$ cat src/rtl/serial_add_pkg.sv
// serial_add_pkg: shared state encoding and width limits for the bit-serial adder.
package serial_add_pkg;
    typedef enum logic [1:0] {
        IDLE  = 2'd0,
        SHIFT = 2'd1,
        DONE  = 2'd2
    } state_t;
    localparam int WIDTH_MIN = 2;
    localparam int WIDTH_MAX = 32;
endpackage

$ cat src/rtl/full_adder_bit.sv
// full_adder_bit: combinational full adder built from two half adders and an OR.
module full_adder_bit (
    input  logic x,
    input  logic y,
    input  logic c,
    output logic s,
    output logic co
);
    logic s0, c0, c1;
    half_adder u_ha0 (.x(x),  .y(y), .s(s0), .c(c0));
    half_adder u_ha1 (.x(s0), .y(c), .s(s),  .c(c1));
    assign co = c0 | c1;
endmodule

$ cat src/rtl/half_adder.sv
// half_adder: single-bit half adder cell.
module half_adder (
    input  logic x,
    input  logic y,
    output logic s,
    output logic c
);
    assign s = x ^ y;
    assign c = x & y;
endmodule

$ cat src/rtl/serial_add_ctrl.sv
// serial_add_ctrl: sequences one full-adder cell over WIDTH cycles, LSB first,
// to form a registered WIDTH-bit sum and carry-out with a one-cycle done pulse.
module serial_add_ctrl
    import serial_add_pkg::*;
#(
    parameter int WIDTH = 8
) (
    input  logic             clk,
    input  logic             rst,
    input  logic             start,
    input  logic [WIDTH-1:0] a,
    input  logic [WIDTH-1:0] b,
    input  logic             cin,
    output logic             busy,
    output logic             done,
    output logic [WIDTH-1:0] sum,
    output logic             cout
);
    localparam int CW = $clog2(WIDTH);

    if (WIDTH < WIDTH_MIN || WIDTH > WIDTH_MAX) begin : g_bad_width
        $error("serial_add_ctrl: WIDTH out of range");
    end

    state_t           state, state_nx;
    logic [WIDTH-1:0] a_sh, b_sh, r_sh;
    logic             carry;
    logic [CW-1:0]    cnt;
    logic             fa_s, fa_c, last;

    full_adder_bit u_fa (.x(a_sh[0]), .y(b_sh[0]), .c(carry), .s(fa_s), .co(fa_c));

    assign last = cnt == CW'(WIDTH - 1);

    // Unused encoding 2'd3 falls through to IDLE.
    always_comb begin
        state_nx = IDLE;
        state_nx = (state == IDLE)  ? (start ? SHIFT : IDLE) :
                   (state == SHIFT) ? (last  ? DONE  : SHIFT) : IDLE;
    end

    always_ff @(posedge clk or posedge rst) begin
        if (rst) begin
            state <= IDLE;
            busy  <= 1'b0;
            done  <= 1'b0;
            sum   <= '0;
            cout  <= 1'b0;
            cnt   <= '0;
            a_sh  <= '0;
            b_sh  <= '0;
            r_sh  <= '0;
            carry <= 1'b0;
        end else begin
            state <= state_nx;
            busy  <= state_nx == SHIFT;
            done  <= state_nx == DONE;
            if (state == IDLE && start) begin
                a_sh  <= a;
                b_sh  <= b;
                carry <= cin;
                cnt   <= '0;
            end else if (state == SHIFT) begin
                a_sh  <= a_sh >> 1;
                b_sh  <= b_sh >> 1;
                r_sh  <= {fa_s, r_sh[WIDTH-1:1]};
                carry <= fa_c;
                cnt   <= last ? cnt : cnt + 1'b1;
                if (last) begin
                    sum  <= {fa_s, r_sh[WIDTH-1:1]};
                    cout <= fa_c;
                end
            end
        end
    end
endmodule

$ cat config.mk
export PLATFORM = sky130hd
export DESIGN_NAME = serial_add_ctrl
export DESIGN_NICKNAME = d
export VERILOG_FILES = /design/src/rtl/serial_add_pkg.sv /design/src/rtl/full_adder_bit.sv /design/src/rtl/half_adder.sv /design/src/rtl/serial_add_ctrl.sv
export SDC_FILE = /design/constraint.sdc
export NUM_CORES = 1
export LEC_CHECK = 0
export CORE_AREA = 2 2 76 78
export CTS_CLUSTER_SIZE = 10
export DETAILED_ROUTE_END_ITERATION = 7
export DIE_AREA = 0 0 78 80
export PLACE_DENSITY_LB_ADDON = 0.12
export SYNTH_ARGS = -nofsm -noshare
export SYNTH_HDL_FRONTEND = slang
export SYNTH_HIERARCHICAL = 1
export SYNTH_SLANG_ARGS = --single-unit
$ cat constraint.sdc
create_clock -name clk -period 4.41 [get_ports clk]
set_input_delay 0.441 -clock clk [delete_from_list [all_inputs] [get_ports clk]]
set_output_delay 0.441 -clock clk [all_outputs]
set_load 0.005 [all_outputs]
==> flow_summary.html, run 1 <==
<table>
<tr><th>Metric</th><th>Value</th></tr>
<tr><th colspan="2">Status</th></tr>
<tr><td>Outcome</td><td>completed</td></tr>
<tr><th colspan="2">Final layout</th></tr>
<tr><td>Final standard cell utilization of the core</td><td>between 40 and 50%</td></tr>
<tr><td>Ratio of cells with drive above 1 in the final layout</td><td>11.1%</td></tr>
<tr><td>Antenna Cells</td><td>0</td></tr>
<tr><td>Layout filler cell count</td><td>537</td></tr>
<tr><td>Layout overhead on the synthesized area</td><td>22.4%</td></tr>
<tr><td>Multi-input gate area</td><td>a little over 700 um^2</td></tr>
<tr><td>Sequential cell area</td><td>approximately 0.001 mm^2</td></tr>
<tr><td>Post-layout nets</td><td>roughly 210</td></tr>
<tr><th colspan="2">Hold path</th></tr>
<tr><td>Type of the tightest min-delay check</td><td>reg -&gt; reg</td></tr>
<tr><td>Min-delay src</td><td>r_sh[1]$_DFFE_PP0P_</td></tr>
<tr><th colspan="2">Timing</th></tr>
<tr><td>Portion of the clock cycle consumed by the worst path in the final layout</td><td>41.7%</td></tr>
<tr><td>Maximum clock rate</td><td>around 0.54 GHz</td></tr>
<tr><td>Worst hold slack</td><td>~480 ps</td></tr>
<tr><td>Relative slew slack</td><td>57.8%</td></tr>
<tr><td>Slew at the pin closest to its max-slew limit</td><td>631 ps</td></tr>
<tr><td>Final Hold Vio Count</td><td>0</td></tr>
<tr><td>Final Max Tran Viols</td><td>0</td></tr>
<tr><td>Final setup fails</td><td>0</td></tr>
<tr><td>Clock period minus final worst setup slack</td><td>1840 ps</td></tr>
<tr><td>Maximum clock skew at final layout</td><td>a little under 5 ps</td></tr>
<tr><td>Setup repair after global routing missed its margin</td><td>no</td></tr>
<tr><td>Setup_tns</td><td>0 ps</td></tr>
<tr><th colspan="2">Routing</th></tr>
<tr><td>Number of vias in the routed layout</td><td>~1.3k</td></tr>
<tr><td>Iter 0 DRT Violations</td><td>roughly 130</td></tr>
<tr><td>Vias per Instance</td><td>4.95</td></tr>
<tr><td>Final WL</td><td>3800 um</td></tr>
<tr><td>Antenna Violating Nets Remaining</td><td>0</td></tr>
<tr><td>Total DRC errors in the routed layout</td><td>0</td></tr>
<tr><td>DR pass1 iterations</td><td>4</td></tr>
<tr><td>Average detailed-routed wire length per instance</td><td>14.5 um</td></tr>
<tr><th colspan="2">Critical path</th></tr>
<tr><td>Buffers plus inverters on the worst setup path</td><td>1</td></tr>
<tr><td>Max stage delay on crit path</td><td>730 ps</td></tr>
<tr><td>Launch point of the worst reg-to-reg path</td><td>state[0]$_DFF_PP0_</td></tr>
<tr><td>Crit path from</td><td>start</td></tr>
<tr><td>Setup CP Type</td><td>in -&gt; reg</td></tr>
<tr><td>Endpoint kind of the worst setup timing path</td><td>register</td></tr>
<tr><td>Top cell family by delay on the critical path</td><td>compound AO/OA/AOI/OAI gates</td></tr>
<tr><td>Signal arrival time at the worst endpoint</td><td>between 1500 and 2000 ps</td></tr>
<tr><td>Crit-path max FO</td><td>19</td></tr>
<tr><td>Slowest cell on the critical path</td><td>sky130_fd_sc_hd__clkdlybuf4s50_1</td></tr>
<tr><td>Category of the worst setup path launch point</td><td>primary input</td></tr>
<tr><td>Critical-path cell list</td><td>clkdlybuf4s50_1 -&gt; o21ai_1 -&gt; a22oi_1</td></tr>
<tr><td>Worst endpoint required time</td><td>4560 ps</td></tr>
<tr><th colspan="2">Power and ir drop</th></tr>
<tr><td>Power density over the cells</td><td>644 mW/mm^2</td></tr>
<tr><td>Standby leakage power</td><td>0.982 nW</td></tr>
<tr><td>Worst vdd ir</td><td>approximately 0.19 mV</td></tr>
<tr><th colspan="2">CTS</th></tr>
<tr><td>CTS tree</td><td>yes</td></tr>
<tr><td>Clock slew at the register clock pins of the worst setup and hold paths</td><td>70 ps</td></tr>
<tr><td>Skew-Pair Late Insertion Delay</td><td>290 ps</td></tr>
<tr><td>Number of clock sinks</td><td>40</td></tr>
<tr><td>Depth of the CTS H-tree</td><td>2</td></tr>
<tr><td>CTS-repair resized insts</td><td>0</td></tr>
<tr><td>Maximum number of buffers from clock root to sink</td><td>2</td></tr>
<tr><td>Setup bufs post-CTS</td><td>0</td></tr>
<tr><td>Number of buffers inserted for hold repair after clock tree synthesis</td><td>0</td></tr>
<tr><td>CTS Root Buffer Type</td><td>sky130_fd_sc_hd__clkbuf_8</td></tr>
<tr><td>TritonCTS buffer count</td><td>5</td></tr>
<tr><th colspan="2">Place</th></tr>
<tr><td>Port Buf Inserts</td><td>30</td></tr>
<tr><td>HPWL after detailed placement</td><td>2550 um</td></tr>
<tr><td>GP Congestion</td><td>around 0.72</td></tr>
<tr><th colspan="2">Synthesis</th></tr>
<tr><td>Post-synthesis instance area</td><td>0.00182 mm^2</td></tr>
<tr><td>Synthesis-stage register bit count</td><td>40</td></tr>
<tr><td>Synth Instances</td><td>163</td></tr>
<tr><td>Seq/Total Area, Yosys</td><td>55.1%</td></tr>
<tr><td>Distinct cell type count after synthesis</td><td>27</td></tr>
<tr><td>Number of nets in the synthesized netlist</td><td>187</td></tr>
<tr><td>Synthesis warning total</td><td>6</td></tr>
<tr><td>Mean area per synthesized cell</td><td>11.1 um^2</td></tr>
<tr><th colspan="2">Global routing</th></tr>
<tr><td>Global route overflow</td><td>0</td></tr>
<tr><td>Combined global-route utilization of all metal layers</td><td>13.2%</td></tr>
<tr><td>Pin count of the biggest net entering global routing</td><td>25</td></tr>
<tr><td>Vias in the first global route</td><td>roughly 1.3k</td></tr>
<tr><td>Initial antenna violation count</td><td>0</td></tr>
<tr><td>First-pass GRT wire length</td><td>6380 um</td></tr>
<tr><th colspan="2">Floorplan</th></tr>
<tr><td>Initial cell density of the core</td><td>33.6%</td></tr>
<tr><td>Horiz. Die Dim</td><td>between 70 and 80 um</td></tr>
<tr><td>Number of ports placed on the die boundary</td><td>31</td></tr>
<tr><td>Floorplan die height</td><td>approximately 80 um</td></tr>
<tr><td>Floorplan die area</td><td>0.00624 mm^2</td></tr>
<tr><td>Floorplan Core Area</td><td>0.00541 mm^2</td></tr>
<tr><td>Cell Rows</td><td>27</td></tr>
<tr><th colspan="2">Run</th></tr>
<tr><td>Number of max-cap violations</td><td>0</td></tr>
</table>
-- cell type report --
cell class,instances,area share (%)
Clock buffer,6,3.27
Clock inverter,1,0.225
Inverter,8,1.35
Multi-Input combinational cell,104,32.2
Sequential cell,40,45.0
Tap cell,72,4.05
Timing Repair Buffer,31,13.9
-- power breakdown --
| part | leakage, nW | switching, mW | total, mW | internal, mW |
|---|---|---|---|---|
| Clock | 0.0410 | 0.117 | 0.225 | 0.108 |
| Combinational | 0.456 | 0.252 | 0.553 | 0.301 |
| Sequential | 0.485 | 0.123 | 0.653 | 0.530 |
-- registers in the layout, indices dropped and copies added, names as in the netlist --
name   count
carry      1
a_sh       8
b_sh       8
sum        8
cnt        3
cout       1
done       1
busy       1
r_sh       7
state      2
-- cells in the mapped netlist, drive strengths merged --
cell / count / area [um^2]
a21o: 1 / 7.51
a21oi: 15 / 75.1
a22oi: 5 / 37.5
and2: 2 / 15.0
buf: 8 / 57.6
clkbuf: 3 / 11.3
dfrtp: 40 / 1000
ha: 4 / 50.1
inv: 8 / 30.0
mux2: 9 / 135
nand2: 22 / 82.6
nand2b: 3 / 18.8
nor2: 3 / 11.3
nor2b: 1 / 13.8
nor3: 1 / 5.00
nor3b: 5 / 37.5
o21ai: 5 / 25.0
o22a: 4 / 35.0
o22ai: 16 / 100
o2bb2ai: 3 / 26.3
o31ai: 1 / 7.51
or2: 1 / 6.26
or3b: 3 / 26.3
-- cell families after synthesis --
family,Yosys count,synth area share [%]
compound gates,50,17.3
fa+ha+maj,4,2.76
buf+inv,19,5.44
simple gates,41,11.9
mux,9,7.44
flops,40,55.1
-- metrics by stage --
step                cell area (um^2)  setup slack [ps]  total power, mW  std cells
floorplan                       1820              2890             1.03        163
global placement                2140              2320             1.19        255
detailed placement              2140              2250             1.22        255
CTS                             2220              2570             1.45        262
global route                    2220              2450             1.55        262
finish                          2220              2570             1.43        262
-- per-layer routing --
layer / track usage [%] / wire [um]
met1: 17.6 / 1830
met2: 20.8 / 1750
met3: 3.96 / 176
met4: 4.21 / 50
met5: 0 / 0
-- worst paths after layout --
check | to | slack [ps] | depth (start not counted)
worst min register to register | r_sh[1]$_DFFE_PP0P_ | 480 | 2
worst min-delay path | r_sh[1]$_DFFE_PP0P_ | 480 | 2
worst max register to register | sum[1]$_DFFE_PP0P_ | 2630 | 3
min in group asynchronous | sum[4]$_DFFE_PP0P_ | 540 | 2
max in group asynchronous | b_sh[2]$_DFFE_PP0P_ | 3100 | 3
worst max-delay path | a_sh[2]$_DFFE_PP0P_ | 2570 | 3
-- placed cells by master, fill, tap and decap left out, drive strengths merged, types with 2 or more instances in the layout --
cell type and instances:
o2bb2ai 3, nor3b 5, or3b 3, o21ai 5, inv 8, nand2 22
mux2 9, a21oi 15, nor2 3, clkbuf 6, a22oi 5, clkdlybuf4s50 30
and2 2, o22ai 16, dfrtp 40, o22a 4, ha 4, nand2b 3
-- worst register-to-register path, cell delays in order, from the launching register on --
cell	delay (ps)
sky130_fd_sc_hd__dfrtp_1	690
sky130_fd_sc_hd__nor2b_4	350
sky130_fd_sc_hd__and2_4	310
sky130_fd_sc_hd__mux2_4	320
(Power assumes the default switching activity.)
==> inputs of run 2 (changes only) <==
Clock period 4.41 ns to 1.5 ns, I/O delays scaled along.
==> run 2 against run 1 <==
  * Clock skew is 0.53 ps higher
  * Register-to-register slack worse by 2600 ps
  * Total power grew to 3.2 times the previous value
  * Highest routed layer unchanged
==> flow_summary.html, run 2 (same netlist as run 1, synthesis figures left out) <==
<table>
<tr><th>Metric</th><th>Value</th></tr>
<tr><th colspan="2">Critical path</th></tr>
<tr><td>Category of the worst setup path launch point</td><td>register</td></tr>
<tr><td>Register-to-Register Path Depth</td><td>4 (+1)</td></tr>
<tr><td>R2R Path End</td><td>sum[6]$_DFFE_PP0P_</td></tr>
<tr><td>Launch point of the worst reg-to-reg path</td><td>cnt[0]$_DFFE_PP0P_</td></tr>
<tr><td>Setup CP Type</td><td>reg -&gt; reg</td></tr>
<tr><td>Endpoint kind of the worst setup timing path</td><td>register</td></tr>
<tr><td>Worst endpoint required time</td><td>1680 ps (-2880 ps)</td></tr>
<tr><td>Crit-path max FO</td><td>5 (-14)</td></tr>
<tr><td>Worst R2R Setup Slack</td><td>50 ps (-2580 ps)</td></tr>
<tr><td>Signal arrival time at the worst endpoint</td><td>1630 ps (-360 ps)</td></tr>
<tr><th colspan="2">Timing</th></tr>
<tr><td>Maximum clock rate</td><td>0.689 GHz</td></tr>
<tr><td>Final Max Tran Viols</td><td>0 (unchanged)</td></tr>
<tr><td>Final Hold Vio Count</td><td>0 (unchanged)</td></tr>
<tr><td>Clock period minus final worst setup slack</td><td>1450 ps</td></tr>
<tr><td>Setup_tns</td><td>0 ps (unchanged)</td></tr>
<tr><td>Slew at the pin closest to its max-slew limit</td><td>381 ps (-250 ps)</td></tr>
<tr><td>Setup repair after global routing missed its margin</td><td>yes</td></tr>
<tr><td>Final setup fails</td><td>0 (unchanged)</td></tr>
<tr><td>Worst hold slack</td><td>208 ps (-276 ps)</td></tr>
<tr><td>Relative slew slack</td><td>74.6% (+17 points)</td></tr>
<tr><td>Maximum clock skew at final layout</td><td>5.34 ps (+0.532 ps)</td></tr>
<tr><td>Portion of the clock cycle consumed by the worst path in the final layout</td><td>a little over nine tenths</td></tr>
<tr><th colspan="2">Global routing</th></tr>
<tr><td>Vias in the first global route</td><td>1439 (+10%)</td></tr>
<tr><td>First-pass GRT wire length</td><td>6670 um (+4.5%)</td></tr>
<tr><td>Combined global-route utilization of all metal layers</td><td>13.8% (+0.61 points)</td></tr>
<tr><td>Global route overflow</td><td>0 (unchanged)</td></tr>
<tr><td>Pin count of the biggest net entering global routing</td><td>41 (+64%)</td></tr>
<tr><td>Initial antenna violation count</td><td>0 (unchanged)</td></tr>
<tr><th colspan="2">Final layout</th></tr>
<tr><td>Ratio of cells with drive above 1 in the final layout</td><td>20.3% (+9.2 points)</td></tr>
<tr><td>Commonest cells after routing, fill and taps aside</td><td>sky130_fd_sc_hd__dfrtp_1 (39), sky130_fd_sc_hd__clkdlybuf4s50_1 (30), sky130_fd_sc_hd__nand2_1 (22)</td></tr>
<tr><td>Antenna Cells</td><td>0 (unchanged)</td></tr>
<tr><td>Largest regs</td><td>a_sh x8, b_sh x8, sum x8</td></tr>
<tr><td>Layout filler cell count</td><td>515 (-4.1%)</td></tr>
<tr><td>Layout Cell Area excl Fill</td><td>0.00239 mm^2 (+7.7%)</td></tr>
<tr><td>Layout overhead on the synthesized area</td><td>31.8%</td></tr>
<tr><td>Most common cell after layout, fill and taps aside</td><td>sky130_fd_sc_hd__dfrtp_1</td></tr>
<tr><td>Post-layout nets</td><td>230 (+7.5%)</td></tr>
<tr><th colspan="2">Floorplan</th></tr>
<tr><td>Cell Rows</td><td>27 (unchanged)</td></tr>
<tr><td>Initial cell density of the core</td><td>33.6% (unchanged)</td></tr>
<tr><td>Number of ports placed on the die boundary</td><td>31 (unchanged)</td></tr>
<tr><td>Floorplan die area</td><td>0.00624 mm^2 (unchanged)</td></tr>
<tr><td>Floorplan die height</td><td>80 um (unchanged)</td></tr>
<tr><td>Floorplan Core Area</td><td>0.00541 mm^2 (unchanged)</td></tr>
<tr><td>Horiz. Die Dim</td><td>78 um (unchanged)</td></tr>
<tr><th colspan="2">Routing</th></tr>
<tr><td>Vias per Instance</td><td>4.87 (-1.6%)</td></tr>
<tr><td>Average detailed-routed wire length per instance</td><td>13.6 um (-6.4%)</td></tr>
<tr><td>Antenna Violating Nets Remaining</td><td>0 (unchanged)</td></tr>
<tr><td>Total DRC errors in the routed layout</td><td>0 (unchanged)</td></tr>
<tr><td>DR pass1 iterations</td><td>4 (unchanged)</td></tr>
<tr><td>Final WL</td><td>3790 um (-0.29%)</td></tr>
<tr><td>Iter 0 DRT Violations</td><td>73 (-45%)</td></tr>
<tr><td>Number of vias in the routed layout</td><td>1360 (+4.8%)</td></tr>
<tr><th colspan="2">CTS</th></tr>
<tr><td>Skew-Pair Late Insertion Delay</td><td>290 ps (about the same)</td></tr>
<tr><td>Number of buffers inserted for hold repair after clock tree synthesis</td><td>0 (unchanged)</td></tr>
<tr><td>Depth of the CTS H-tree</td><td>2 (unchanged)</td></tr>
<tr><td>Clock slew at the register clock pins of the worst setup and hold paths</td><td>80 ps (about the same)</td></tr>
<tr><td>Maximum number of buffers from clock root to sink</td><td>2 (unchanged)</td></tr>
<tr><td>TritonCTS buffer count</td><td>5 (unchanged)</td></tr>
<tr><td>CTS tree</td><td>yes</td></tr>
<tr><td>CTS Root Buffer Type</td><td>sky130_fd_sc_hd__clkbuf_8</td></tr>
<tr><td>Number of clock sinks</td><td>40 (unchanged)</td></tr>
<tr><th colspan="2">Power and ir drop</th></tr>
<tr><td>Power density over the cells</td><td>1910 mW/mm^2 (+200%)</td></tr>
<tr><td>Standby leakage power</td><td>1.07 nW (+9.4%)</td></tr>
<tr><td>Worst vdd ir</td><td>0.773 mV (+300%)</td></tr>
<tr><th colspan="2">Place</th></tr>
<tr><td>Cell area after placement</td><td>0.00226 mm^2 (+5.6%)</td></tr>
<tr><td>GP Congestion</td><td>0.756 (+4.8%)</td></tr>
<tr><td>Port Buf Inserts</td><td>30 (unchanged)</td></tr>
<tr><td>HPWL after detailed placement</td><td>2640 um (+3.4%)</td></tr>
<tr><th colspan="2">Hold path</th></tr>
<tr><td>Type of the tightest min-delay check</td><td>in -&gt; async</td></tr>
<tr><th colspan="2">Run</th></tr>
<tr><td>Number of max-cap violations</td><td>0 (unchanged)</td></tr>
<tr><th colspan="2">Status</th></tr>
<tr><td>Outcome</td><td>completed</td></tr>
</table>
-- run 2: metrics by stage --
stage	total power [mW]	std cells	worst slack [ps]	utilization (%)
4_1_cts	4.61	277	12.2	43.9
2_1_floorplan	3.04	163	27.8	-
3_3_place_gp	3.67	269	9.27	41.9
6_report	4.58	279	48.9	44.3
5_1_grt	4.99	279	-3.15	44.3
3_5_place_dp	3.73	269	-41.0	41.9
-- run 2: worst max-delay path by stage --
stage	startpoint	to	slack, ps	depth (start not counted)
global route	b_sh[0]$_DFFE_PP0P_	cout$_DFFE_PP0P_	-3	4
detailed placement	start	b_sh[4]$_DFFE_PP0P_	-40	5
finish	cnt[0]$_DFFE_PP0P_	sum[6]$_DFFE_PP0P_	50	4
floorplan	cnt[0]$_DFFE_PP0P_	cout$_DFFE_PP0P_	30	5
CTS	cnt[0]$_DFFE_PP0P_	sum[7]$_DFFE_PP0P_	10	4
global placement	start	a_sh[7]$_DFFE_PP0P_	9	5
-- run 2: layout make-up --
| cell class | count | area [um^2] | share of cell area [%] |
|---|---|---|---|
| Clock inverter | 2 | 35.0 | 1.46 |
| Timing Repair Buffer | 46 | 433 | 18.1 |
| Sequential cell | 40 | 1000 | 41.9 |
| Tap cell | 72 | 90.1 | 3.76 |
| Clock buffer | 6 | 72.6 | 3.03 |
| Multi-Input combinational cell | 105 | 731 | 30.5 |
| Inverter | 8 | 30.0 | 1.25 |
-- run 2: what timing repair did --
action | 4_1_cts | 5_1_grt
hold endpoints to repair | 0 | 0
setup endpoints to repair | 0 | 12
gates resized for setup | 0 | 3
setup buffers | 0 | 1
-- run 2: layer usage --
layer	global-route usage, %	vias to the layer above	share of wire [%]
met5	0	-	0
met4	4.91	0	1.1
met3	3.73	5	3.4
met2	23.3	25	49
met1	17.1	658	46
li1	-	672	-
-- run 2: critical path, stage by stage, from the launching register on --
cell and delay (ps):
sky130_fd_sc_hd__dfrtp_1 400, sky130_fd_sc_hd__ha_1 220, sky130_fd_sc_hd__ha_2 180, sky130_fd_sc_hd__and2_2 230, sky130_fd_sc_hd__mux2_4 310
-- run 2: power by group --
group / switching [mW] / leakage (nW) / internal, mW
Sequential: 0.307 / 0.484 / 1.56
Combinational: 0.808 / 0.535 / 1.04
Clock: 0.374 / 0.0552 / 0.494
